--- config.mk ---
export PLATFORM = sky130hd
export DESIGN_NAME = tone_window_cmp
export DESIGN_NICKNAME = d
export VERILOG_FILES = /design/src/rtl/tone_window_cmp.sv
export SDC_FILE = /design/constraint.sdc
export NUM_CORES = 1
export LEC_CHECK = 0
export CAP_MARGIN = 0
export CELL_PAD_IN_SITES_DETAIL_PLACEMENT = 0
export CELL_PAD_IN_SITES_GLOBAL_PLACEMENT = 2
export CORE_ASPECT_RATIO = 0.7
export CORE_MARGIN = 3
export CORE_UTILIZATION = 32
export DETAILED_ROUTE_END_ITERATION = 8
export MAX_ROUTING_LAYER = met4
export PLACE_DENSITY = 0.9
export SYNTH_ARGS = -nofsm -noshare
export SYNTH_HDL_FRONTEND = slang
export SYNTH_SLANG_ARGS = --single-unit
export TNS_END_PERCENT = 50
--- constraint.sdc ---
create_clock -name vclk -period 7.1
set_clock_uncertainty 0.15 [all_clocks]
set_input_delay 0.71 -clock vclk [all_inputs]
set_output_delay 0.71 -clock vclk [all_outputs]
set_load 0.05 [all_outputs]
--- src/rtl/tone_window_cmp.sv ---
// Combinational tolerance check: |sample - expected| <= tol, with one guard bit.
module tone_window_cmp #(
    parameter int CNT_W = 10
) (
    input  logic [CNT_W-1:0] sample,
    input  logic [CNT_W-1:0] expected,
    input  logic [3:0]       tol,
    output logic             in_window
);
    localparam int W = CNT_W + 1;

    logic [W-1:0] diff;

    always_comb begin
        if (sample >= expected) begin
            diff = {1'b0, sample} - {1'b0, expected};
        end else begin
            diff = {1'b0, expected} - {1'b0, sample};
        end
        in_window = (diff <= W'(tol));
    end

endmodule

-- After elaboration in Yosys (flattened, before gate mapping)
Cells that the tools add are included.
- $add $sub $neg: 2
- magnitude comparators: 2
- multiplexer cells: 1
- operators by type and width (cell ; number):
    subtractor 10 x 10 -> 11 bit ; 2
    <= comparator 11 x 4 -> 1 bit ; 1
    2-to-1 mux 11 bit ; 1
    greater-or-equal comparator 10 bit ; 1
- bits in registers: 0
- input bits: 24
- output and inout bits: 1
- word-level logic and storage cells: 5

-- Longest topological paths before layout
Gate-level depths: netlist (run 1).
- depth after elaboration: 3
- mapped depth: 17

-- Worst setup path after synthesis (run 1)
OpenSTA, ideal clock, no wires.
- kind: input to output
- start point: in sample[5]
- end point: out in_window
- arrival time: 3.638 ns
- path slack: 2.602 ns
- stages: 15
- path buffers: 1
- path through: inv_1 ha_1 clkbuf_1 nand3_1 or3_1 a21boi_1 o21ai_0 nand2_1 ha_1 nor2b_1 o21ai_0 nand2b_1 a21oi_1 a41oi_1 a211oi_2
- word-level cells in the longest chain between the ends: 3
- elaborated cells between the ends (all ways): 5
- classes of those cells: add/sub (2); order compare (2); mux (1)
- ends and longest elaborated chain (element ; line ; source):
    start: declaration ; 5 ; input logic [CNT_W-1:0] sample,
    subtractor 10 x 10 -> 11 bit, or another cell as far along ; 18 ; diff = {1'b0, expected} - {1'b0, sample};
    2-to-1 mux 11 bit * ; 15 ; if (sample >= expected) begin
    <= comparator 11 x 4 -> 1 bit * ; 20 ; in_window = (diff <= W'(tol));
    end: declaration ; 8 ; output logic in_window
Every way passes the cells marked *; elsewhere a longest branch is shown, timed or not.

-- Final worst setup path (run 1)
- start point: in sample[7]
- end point: out in_window
Same word-level chain as after synthesis.

==> metrics.csv, run 1 <==
metric,value,unit
startpoint_type,primary input,
final_core_util,44.0,%
syn_area,1190,um2
crit_path_max_fanout,8,
core-area,3340,um2
vdd_ir_drop_max,0.0307,mV
cts-hold-fix-buffers,0,
clockBufferCount,0,
syn_to_final_growth,23.7,%
hold_path_class,in -> out,
synth.most_common_cell,inv_1,
grt_pass1_wl,5420,um
worstPathRequired,6240,ps
synth_fp_nets,221,
leakagePower,0.707,nW
worst_pin_slew,494,ps
rows,17,
path_cells,clkdlybuf4s50_1 > inv_1 > ha_1 > and2_4 > nand2_1 > a41oi_1 > o31ai_4 > a21boi_1 > o21ai_0 > nand2_1 > ha_1 > nor2b_1 > o21ai_0 > nand2b_1 > a21oi_1 > a41oi_1 > a211oi_2 > clkdlybuf4s50_1,
ys_warn_count,0,
antenna_found_initial,0,
holdWs,2850,ps
nets,243,
maxCapViolCount,0,
met2_length,1380,um
ff_latch_area,0,um2
cp-end-kind,output port,
routed.top_layer,met3,
status,"complete, no violations",
crit_family,compound AO/OA/AOI/OAI gates,
drive_gt1_share,4.19,%
period_share,80.0,%
postSynthAreaPerCell,6.95,um2
met3WireLength,89,um
period_minus_slack,5680,ps
stdcell_area,1470,um2
dr.pass1.iters,4,
drc,0,
die_width,78.8,um
hold_viol,0,
slew_headroom,67.0,%
placed_cell_area,1470,um2
ant_nets,0,
setup_violations,0,
start_util,35.6,%
fin_setup_tns,0,ps
synthTopCellsByCount,"inv_1, ha_1, a21oi_1, nand2_1, nor2_1",
yosys.area.top_type,ha_1,
drt-total-wl,3190,um
synth-seq-area-share,0,%
synth_top_area_share,25.3,%
cts_setup_buffers,0,
cp_slowest_cell,clkdlybuf4s50_1,
netlist_instances,171,
vias,1253,
gp_congestion,0.857,
die_height,57.0,um
power,0.000120,W
wl_per_cell,13.4,um
rsz0062_at_grt,no,
drt_iter0_drc,83,
cts_resized,0,
max_freq,176,MHz
cp_num_buf_inv,3,
grt_overflow,0,
top_level_ports,25,
ys_types,47,
setup.worst_path.class,in -> out,
antenna_cells,0,
io_buffers,25,
max_stage_delay,830,ps
track_usage,14.6,%
critical_path_arrival,4820,ps
hpwl,2800,um
power.density,81.8,nW/um2
slew_viol_final,0,
seq_cell_count,0,
die-area,4490,um2
synthTopCellsByArea,"ha_1, inv_1, a21oi_1",
grt_max_degree,14,
vias_per_cell,5.26,
drt-met1-wl,1720,um
grt_pass1_vias,1188,
==> worst paths after layout <==
kind,from,end,slack (ps),depth (start not counted)
worst max-delay path,sample[7],in_window,1420,18
worst min-delay path,tol[3],in_window,2850,7
==> metrics by stage <==
stage	instances	worst slack, ps
final	238	1420
after global routing	238	1170
after CTS	238	1440
after detailed placement	238	1450
after global placement	238	1620
after floorplan	171	2600
==> routing by layer <==
| layer | GRT usage, % | vias to the layer above |
|---|---|---|
| li1 | - | 643 |
| met1 | 22.7 | 585 |
| met2 | 21.5 | 25 |
| met3 | 0.789 | 0 |
| met4 | 0.735 | 0 |
| met5 | - | - |
==> report_power, final <==
part / switching [W] / leakage, nW / total, W / internal (W)
clock network: 0 / 0 / 0 / 0
logic: 0.0000651 / 0.707 / 0.000120 / 0.0000552
registers: 0 / 0 / 0 / 0
total: 0.0000651 / 0.707 / 0.000120 / 0.0000552
==> layout make-up <==
| class | count | area [um2] |
|---|---|---|
| fillers | 341 | 1870 |
| multi-input cells | 135 | 1040 |
| repair buffers | 25 | 250 |
| inverters | 31 | 116 |
| well taps | 47 | 58.8 |
==> layout by cell type (no fill, tap or decap), types with 2 or more instances in the layout <==
cell,instances
inv_1,31
clkdlybuf4s50_1,25
ha_1,24
a21oi_1,16
nor2_1,11
nand2_1,11
a21o_1,5
xnor2_1,5
nand3_1,4
o21ai_0,4
nor2b_1,4
o211ai_1,4
o21bai_1,4
o2111ai_1,3
a41oi_1,2
or3_1,2
o22ai_1,2
nor3_1,2
mux2i_1,2
a31oi_1,2
and3_1,2
nand2b_1,2
fa_1,2
==> worst min-delay path, stage by stage <==
cell	delay (ps)
clkdlybuf4s50_1	400
inv_1	60
ha_1	140
a21oi_1	50
a41oi_1	190
a211oi_2	50
clkdlybuf4s50_1	690
==> kinds of logic after synthesis <==
group,after synthesis,synth area share (%)
AO/OA/AOI/OAI,55,33.1
AND/OR/NAND/NOR,46,20.1
buffers and inverters,36,12.1
adder cells (fa/ha/maj),26,28.6
XOR/XNOR,6,4.42
multiplexers,2,1.68
(Power assumes the default switching activity.)
==> run 2, diff against run 1 <==
--- a/config.mk
+++ b/config.mk
@@ -10,10 +10,10 @@
 export CELL_PAD_IN_SITES_GLOBAL_PLACEMENT = 2
 export CORE_ASPECT_RATIO = 0.7
 export CORE_MARGIN = 3
-export CORE_UTILIZATION = 32
+export CORE_UTILIZATION = 30
 export DETAILED_ROUTE_END_ITERATION = 8
 export MAX_ROUTING_LAYER = met4
-export PLACE_DENSITY = 0.9
+export PLACE_DENSITY = 0.85
 export SYNTH_ARGS = -nofsm -noshare
 export SYNTH_HDL_FRONTEND = slang
 export SYNTH_SLANG_ARGS = --single-unit
==> constraint.sdc (replaced) <==
create_clock -name vclk -period 5.25
set_clock_uncertainty 0.15 [all_clocks]
set_input_delay 0.525 -clock vclk [all_inputs]
set_output_delay 0.525 -clock vclk [all_outputs]
set_load 0.05 [all_outputs]
==> run 2 against run 1 <==
Flip-flop and latch count did not move. Count of clock-buffer cells in the layout did not move. Core utilization fell by 3.9 points. Critical endpoint unchanged. Sequential share of layout area did not move.
==> metrics.csv, run 2 (same netlist as run 1, synthesis figures left out) <==
metric,value,unit,change
status,"complete, no violations",,unchanged
cts-hold-fix-buffers,0,,unchanged
grt_pass1_wl,5690,um,was 5420 um
vias_per_cell,5.09,,was 5.26
clkPwrFrac,0,%,about the same
cp-end-kind,output port,,unchanged
grt_max_degree,14,,unchanged
power.density,110,nW/um2,was 81.8 nW/um2
setup_violations,0,,unchanged
syn_to_final_growth,23.8,%,was 23.7%
antenna_cells,0,,unchanged
max_freq,216,MHz,
setup.worst_path.class,in -> out,,unchanged
drc,0,,unchanged
die_width,81.2,um,was 78.8 um
drt-total-wl,3170,um,was 3190 um
rsz0062_at_grt,no,,unchanged
hold_viol,0,,unchanged
top_level_ports,25,,unchanged
maxCapViolCount,0,,unchanged
cp_slowest_cell,clkdlybuf4s50_1,,unchanged
crit_path_max_fanout,8,,unchanged
antenna_found_initial,0,,unchanged
final_core_util,40.1,%,was 44.0%
worstPathRequired,4580,ps,was 6240 ps
clockBufferCount,0,,unchanged
vias,1227,,was 1253
wl_per_cell,13.2,um,was 13.4 um
vdd_ir_drop_max,0.0391,mV,was 0.0307 mV
slew_viol_final,0,,unchanged
grt_pass1_vias,1269,,was 1188
final_cell_mix,"inv_1, ha_1, clkdlybuf4s50_1",,"was inv_1, clkdlybuf4s50_1, ha_1"
die-area,4770,um2,was 4490 um2
fin_setup_tns,0,ps,unchanged
cts_setup_buffers,0,,unchanged
io_buffers,25,,unchanged
grt_overflow,0,,unchanged
gp_congestion,0.869,,was 0.857
track_usage,14.9,%,was 14.6%
cts_resized,0,,unchanged
critical_path_arrival,3950,ps,was 4820 ps
rows,18,,was 17
dr.pass1.iters,4,,unchanged
startpoint_type,primary input,,unchanged
period_share,88.0,%,
ff_latch_area,0,um2,unchanged
cp-startpoint,sample[7],,unchanged
start_util,32.4,%,was 35.6%
period_minus_slack,4620,ps,
path_cells,clkdlybuf4s50_1 > inv_1 > ha_1 > and2_4 > nand2_1 > a41oi_1 > o31ai_4 > a21boi_1 > o21ai_0 > nand2_1 > ha_1 > nor2b_1 > o21ai_0 > nand2b_1 > a21oi_1 > a41oi_1 > a211oi_2 > buf_4,,was clkdlybuf4s50_1 > inv_1 > ha_1 > and2_4 > nand2_1 > a41oi_1 > o31ai_4 > a21boi_1 > o21ai_0 > nand2_1 > ha_1 > nor2b_1 > o21ai_0 > nand2b_1 > a21oi_1 > a41oi_1 > a211oi_2 > clkdlybuf4s50_1
internal_power,0.0000748,W,was 0.0000552 W
drive_gt1_share,4.71,%,was 4.19%
die_height,58.7,um,was 57.0 um
final_common_cell,inv_1,,unchanged
core-area,3670,um2,was 3340 um2
ant_nets,0,,unchanged
worst_pin_slew,387,ps,was 494 ps
seq_cell_count,0,,unchanged
place_ws,620,ps,was 1450 ps
crit_end,in_window,,unchanged
nets,243,,unchanged
switching_share,53.8,%,was 54.1%
layout_setup_ws,630,ps,was 1420 ps
slew_headroom,74.2,%,was 67.0%
hpwl,2830,um,was 2800 um
max_stage_delay,480,ps,was 830 ps
p_switching,0.0000871,W,was 0.0000651 W
hold_path_class,in -> out,,unchanged
combPwrFrac,100.0,%,about the same
worstHoldStart,tol[3],,unchanged
drt_iter0_drc,39,,was 83
seqPwrFrac,0,%,about the same
leakagePower,0.709,nW,was 0.707 nW
## run 2: changes by cell type in the layout (fill, tap and decap cells not counted)
cell and change:
clkdlybuf4s50_1 -1, buf_4 +1
## run 2: stage by stage
step           power [W]  cells  hold WS, ps  instance area (um2)
6_report        0.000162    241         1990                 1470
5_1_grt         0.000183    241         2070                 1470
3_3_place_gp    0.000157    241         1940                 1470
4_1_cts         0.000162    241         1990                 1470
2_1_floorplan   0.000114    171         1420                 1190
3_5_place_dp    0.000161    241         1970                 1470
## run 2: critical path, delay by kind of cell
kind	cells	cell delay, ps
buffers and inverters	3	760
AOI/OAI and AO/OA	8	1420
adders and majority gates	2	630
and+or+nand+nor	5	590
## run 2: worst min path at each step
stage | end | slack [ps] | cells after the start
3_5_place_dp | in_window | 1970 | 7
4_1_cts | in_window | 1990 | 7
6_report | in_window | 1990 | 7
2_1_floorplan | in_window | 1420 | 5
5_1_grt | in_window | 2070 | 7
3_3_place_gp | in_window | 1940 | 6
## run 2: per-layer routing
| metal | global-route usage, % | routed length (um) | vias to the layer above |
|---|---|---|---|
| li1 | - | - | 642 |
| met1 | 22.0 | 1680 | 558 |
| met2 | 24.2 | 1400 | 27 |
| met3 | 0.306 | 94 | 0 |
| met4 | 0.482 | 0 | 0 |
| met5 | - | 0 | - |
## run 2: final cells by class
type / instances / area, um2
fillers: 389 / 2200
inverters: 31 / 116
multi-input cells: 135 / 1040
well taps: 50 / 62.6
repair buffers: 25 / 248
## run 2: power by group through the flow
stage          clock network (W)  logic [W]  registers, W
6_report                       0   0.000162             0
5_1_grt                        0   0.000183             0
4_1_cts                        0   0.000162             0
3_5_place_dp                   0   0.000161             0
3_3_place_gp                   0   0.000157             0
2_1_floorplan                  0   0.000114             0
==> run 3, diff against run 2 <==
--- a/config.mk
+++ b/config.mk
@@ -12,6 +12,7 @@
 export CORE_MARGIN = 3
 export CORE_UTILIZATION = 30
 export DETAILED_ROUTE_END_ITERATION = 8
+export GPL_TIMING_DRIVEN = 0
 export MAX_ROUTING_LAYER = met4
 export PLACE_DENSITY = 0.85
 export SYNTH_ARGS = -nofsm -noshare
==> run 3 against run 2 <==
Non-clock buffer count increased by 5. First-iteration DRC count increased by 56%. Flip-flop and latch count unchanged. Core utilization increased by 0.68 points. Cell count increased by 2.1%. Design area increased by 1.7%. Sequential share of layout area unchanged. Combinational power about the same. Global-route usage decreased by 1.1 points. Power increased by 0.64%. Critical path type unchanged. Via count increased by 1.1%. Worst setup slack got worse by 220 ps.
==> metrics.csv, run 3 (same netlist as run 1, synthesis figures left out) <==
metric,value,unit,change
rows,18,,unchanged
io_buffers,25,,unchanged
cts_setup_buffers,0,,unchanged
fin_cells,246,,was 241
clockBufferCount,0,,unchanged
critical_path_arrival,4160,ps,was 3950 ps
setup_violations,0,,unchanged
seq_cell_count,0,,unchanged
die_height,58.7,um,unchanged
core-area,3670,um2,unchanged
max_stage_delay,480,ps,about the same
grt_max_degree,11,,was 14
antenna_cells,0,,unchanged
final_cell_mix,"inv_1, ha_1, clkdlybuf4s50_1",,unchanged
slew_viol_final,0,,unchanged
hold_viol,0,,unchanged
rsz0062_at_grt,no,,unchanged
grt_pass1_vias,1190,,was 1269
stdcell_area,1500,um2,was 1470 um2
slew_headroom,70.7,%,was 74.2%
grt_pass1_wl,5260,um,was 5690 um
die_width,81.2,um,unchanged
gp_congestion,0.858,,was 0.869
fin_setup_tns,0,ps,unchanged
antenna_found_initial,0,,unchanged
power.density,109,nW/um2,was 110 nW/um2
syn_to_final_growth,25.9,%,was 23.8%
crit_path_max_fanout,10,,was 8
grt_overflow,0,,unchanged
ant_nets,0,,unchanged
ff_latch_area,0,um2,unchanged
cp-end-kind,output port,,unchanged
cp_slowest_cell,clkdlybuf4s50_1,,unchanged
drive_gt1_share,5.61,%,was 4.71%
max_freq,207,MHz,was 216 MHz
die-area,4770,um2,unchanged
leakagePower,0.722,nW,was 0.709 nW
place_ws,-130,ps,was 620 ps
drt_iter0_drc,61,,was 39
period_share,92.2,%,was 88.0%
path_cells,clkdlybuf4s50_1 > inv_1 > ha_1 > clkbuf_1 > nand3_1 > or3_1 > a21boi_1 > o21ai_0 > nand2_1 > ha_1 > nor2b_1 > o21ai_0 > nand2b_1 > a21oi_1 > a41oi_1 > a211oi_2 > clkbuf_2,,was clkdlybuf4s50_1 > inv_1 > ha_1 > and2_4 > nand2_1 > a41oi_1 > o31ai_4 > a21boi_1 > o21ai_0 > nand2_1 > ha_1 > nor2b_1 > o21ai_0 > nand2b_1 > a21oi_1 > a41oi_1 > a211oi_2 > buf_4
startpoint_type,primary input,,unchanged
start_util,32.4,%,unchanged
status,"complete, no violations",,unchanged
track_usage,13.9,%,was 14.9%
top_level_ports,25,,unchanged
drc,0,,unchanged
worst_pin_slew,439,ps,was 387 ps
dp.cells,246,,was 241
worstPathRequired,4580,ps,about the same
dr.pass1.iters,4,,unchanged
maxCapViolCount,0,,unchanged
period_minus_slack,4840,ps,was 4620 ps
hpwl,2770,um,was 2830 um
vdd_ir_drop_max,0.0399,mV,was 0.0391 mV
vias,1241,,was 1227
layout_setup_ws,411,ps,was 630 ps
placed_cell_area,1500,um2,was 1470 um2
cts-hold-fix-buffers,0,,unchanged
wl_per_cell,12.7,um,was 13.2 um
hold_path_class,in -> out,,unchanged
vias_per_cell,5.04,,was 5.09
fillCellCount,385,,was 389
final_common_cell,inv_1,,unchanged
drt-total-wl,3120,um,was 3170 um
final_core_util,40.8,%,was 40.1%
setup.worst_path.class,in -> out,,unchanged
nets,248,,was 243
[run 3: report_power, final]
part	internal [W]	total, W	switching (W)
clock network	0	0	0
registers	0	0	0
logic	0.0000754	0.000163	0.0000876
[run 3: routing by layer]
layer  up-vias  routed length [um]  GRT usage (%)
met4         0                   0          0.241
met1       557                1690           20.9
met2        34                1300           22.0
li1        650                   -              -
met5         -                   0              -
met3         0                 126          0.153
[run 3: critical path: cells and delay by family]
| kind | cells | cell delay, ps |
|---|---|---|
| AOI/OAI and AO/OA | 6 | 950 |
| adders and majority gates | 2 | 520 |
| buffers and inverters | 4 | 1200 |
| and+or+nand+nor | 5 | 940 |
[run 3: timing repair]
action,CTS,global route
cloned,0,0
resized for setup,1,2
endpoints found under the setup margin,1,1
hold endpoints to repair,0,0
[run 3: final cells by class]
type | instances | area [um2] | area share, %
buffer | 5 | 27.5 | 1.84
tap | 50 | 62.6 | 4.18
inverter | 31 | 116 | 7.78
multi-input combinational | 135 | 1040 | 69.8
timing repair buffer | 25 | 245 | 16.4
[run 3: metrics by stage]
| stage | hold WS [ps] | total power (W) |
|---|---|---|
| finish | 2030 | 0.000163 |
| floorplan | 1420 | 0.000114 |
| global placement | 2490 | 0.000160 |
| global route | 2130 | 0.000183 |
| detailed placement | 2500 | 0.000163 |
| CTS | 2240 | 0.000163 |
[run 3: path summary, 6_finish.rpt]
kind                  start   endpoint  slack, ps  cells past startpoint
setup / recovery  sample[5]  in_window        410                     17
hold / removal       tol[3]  in_window       2030                      7
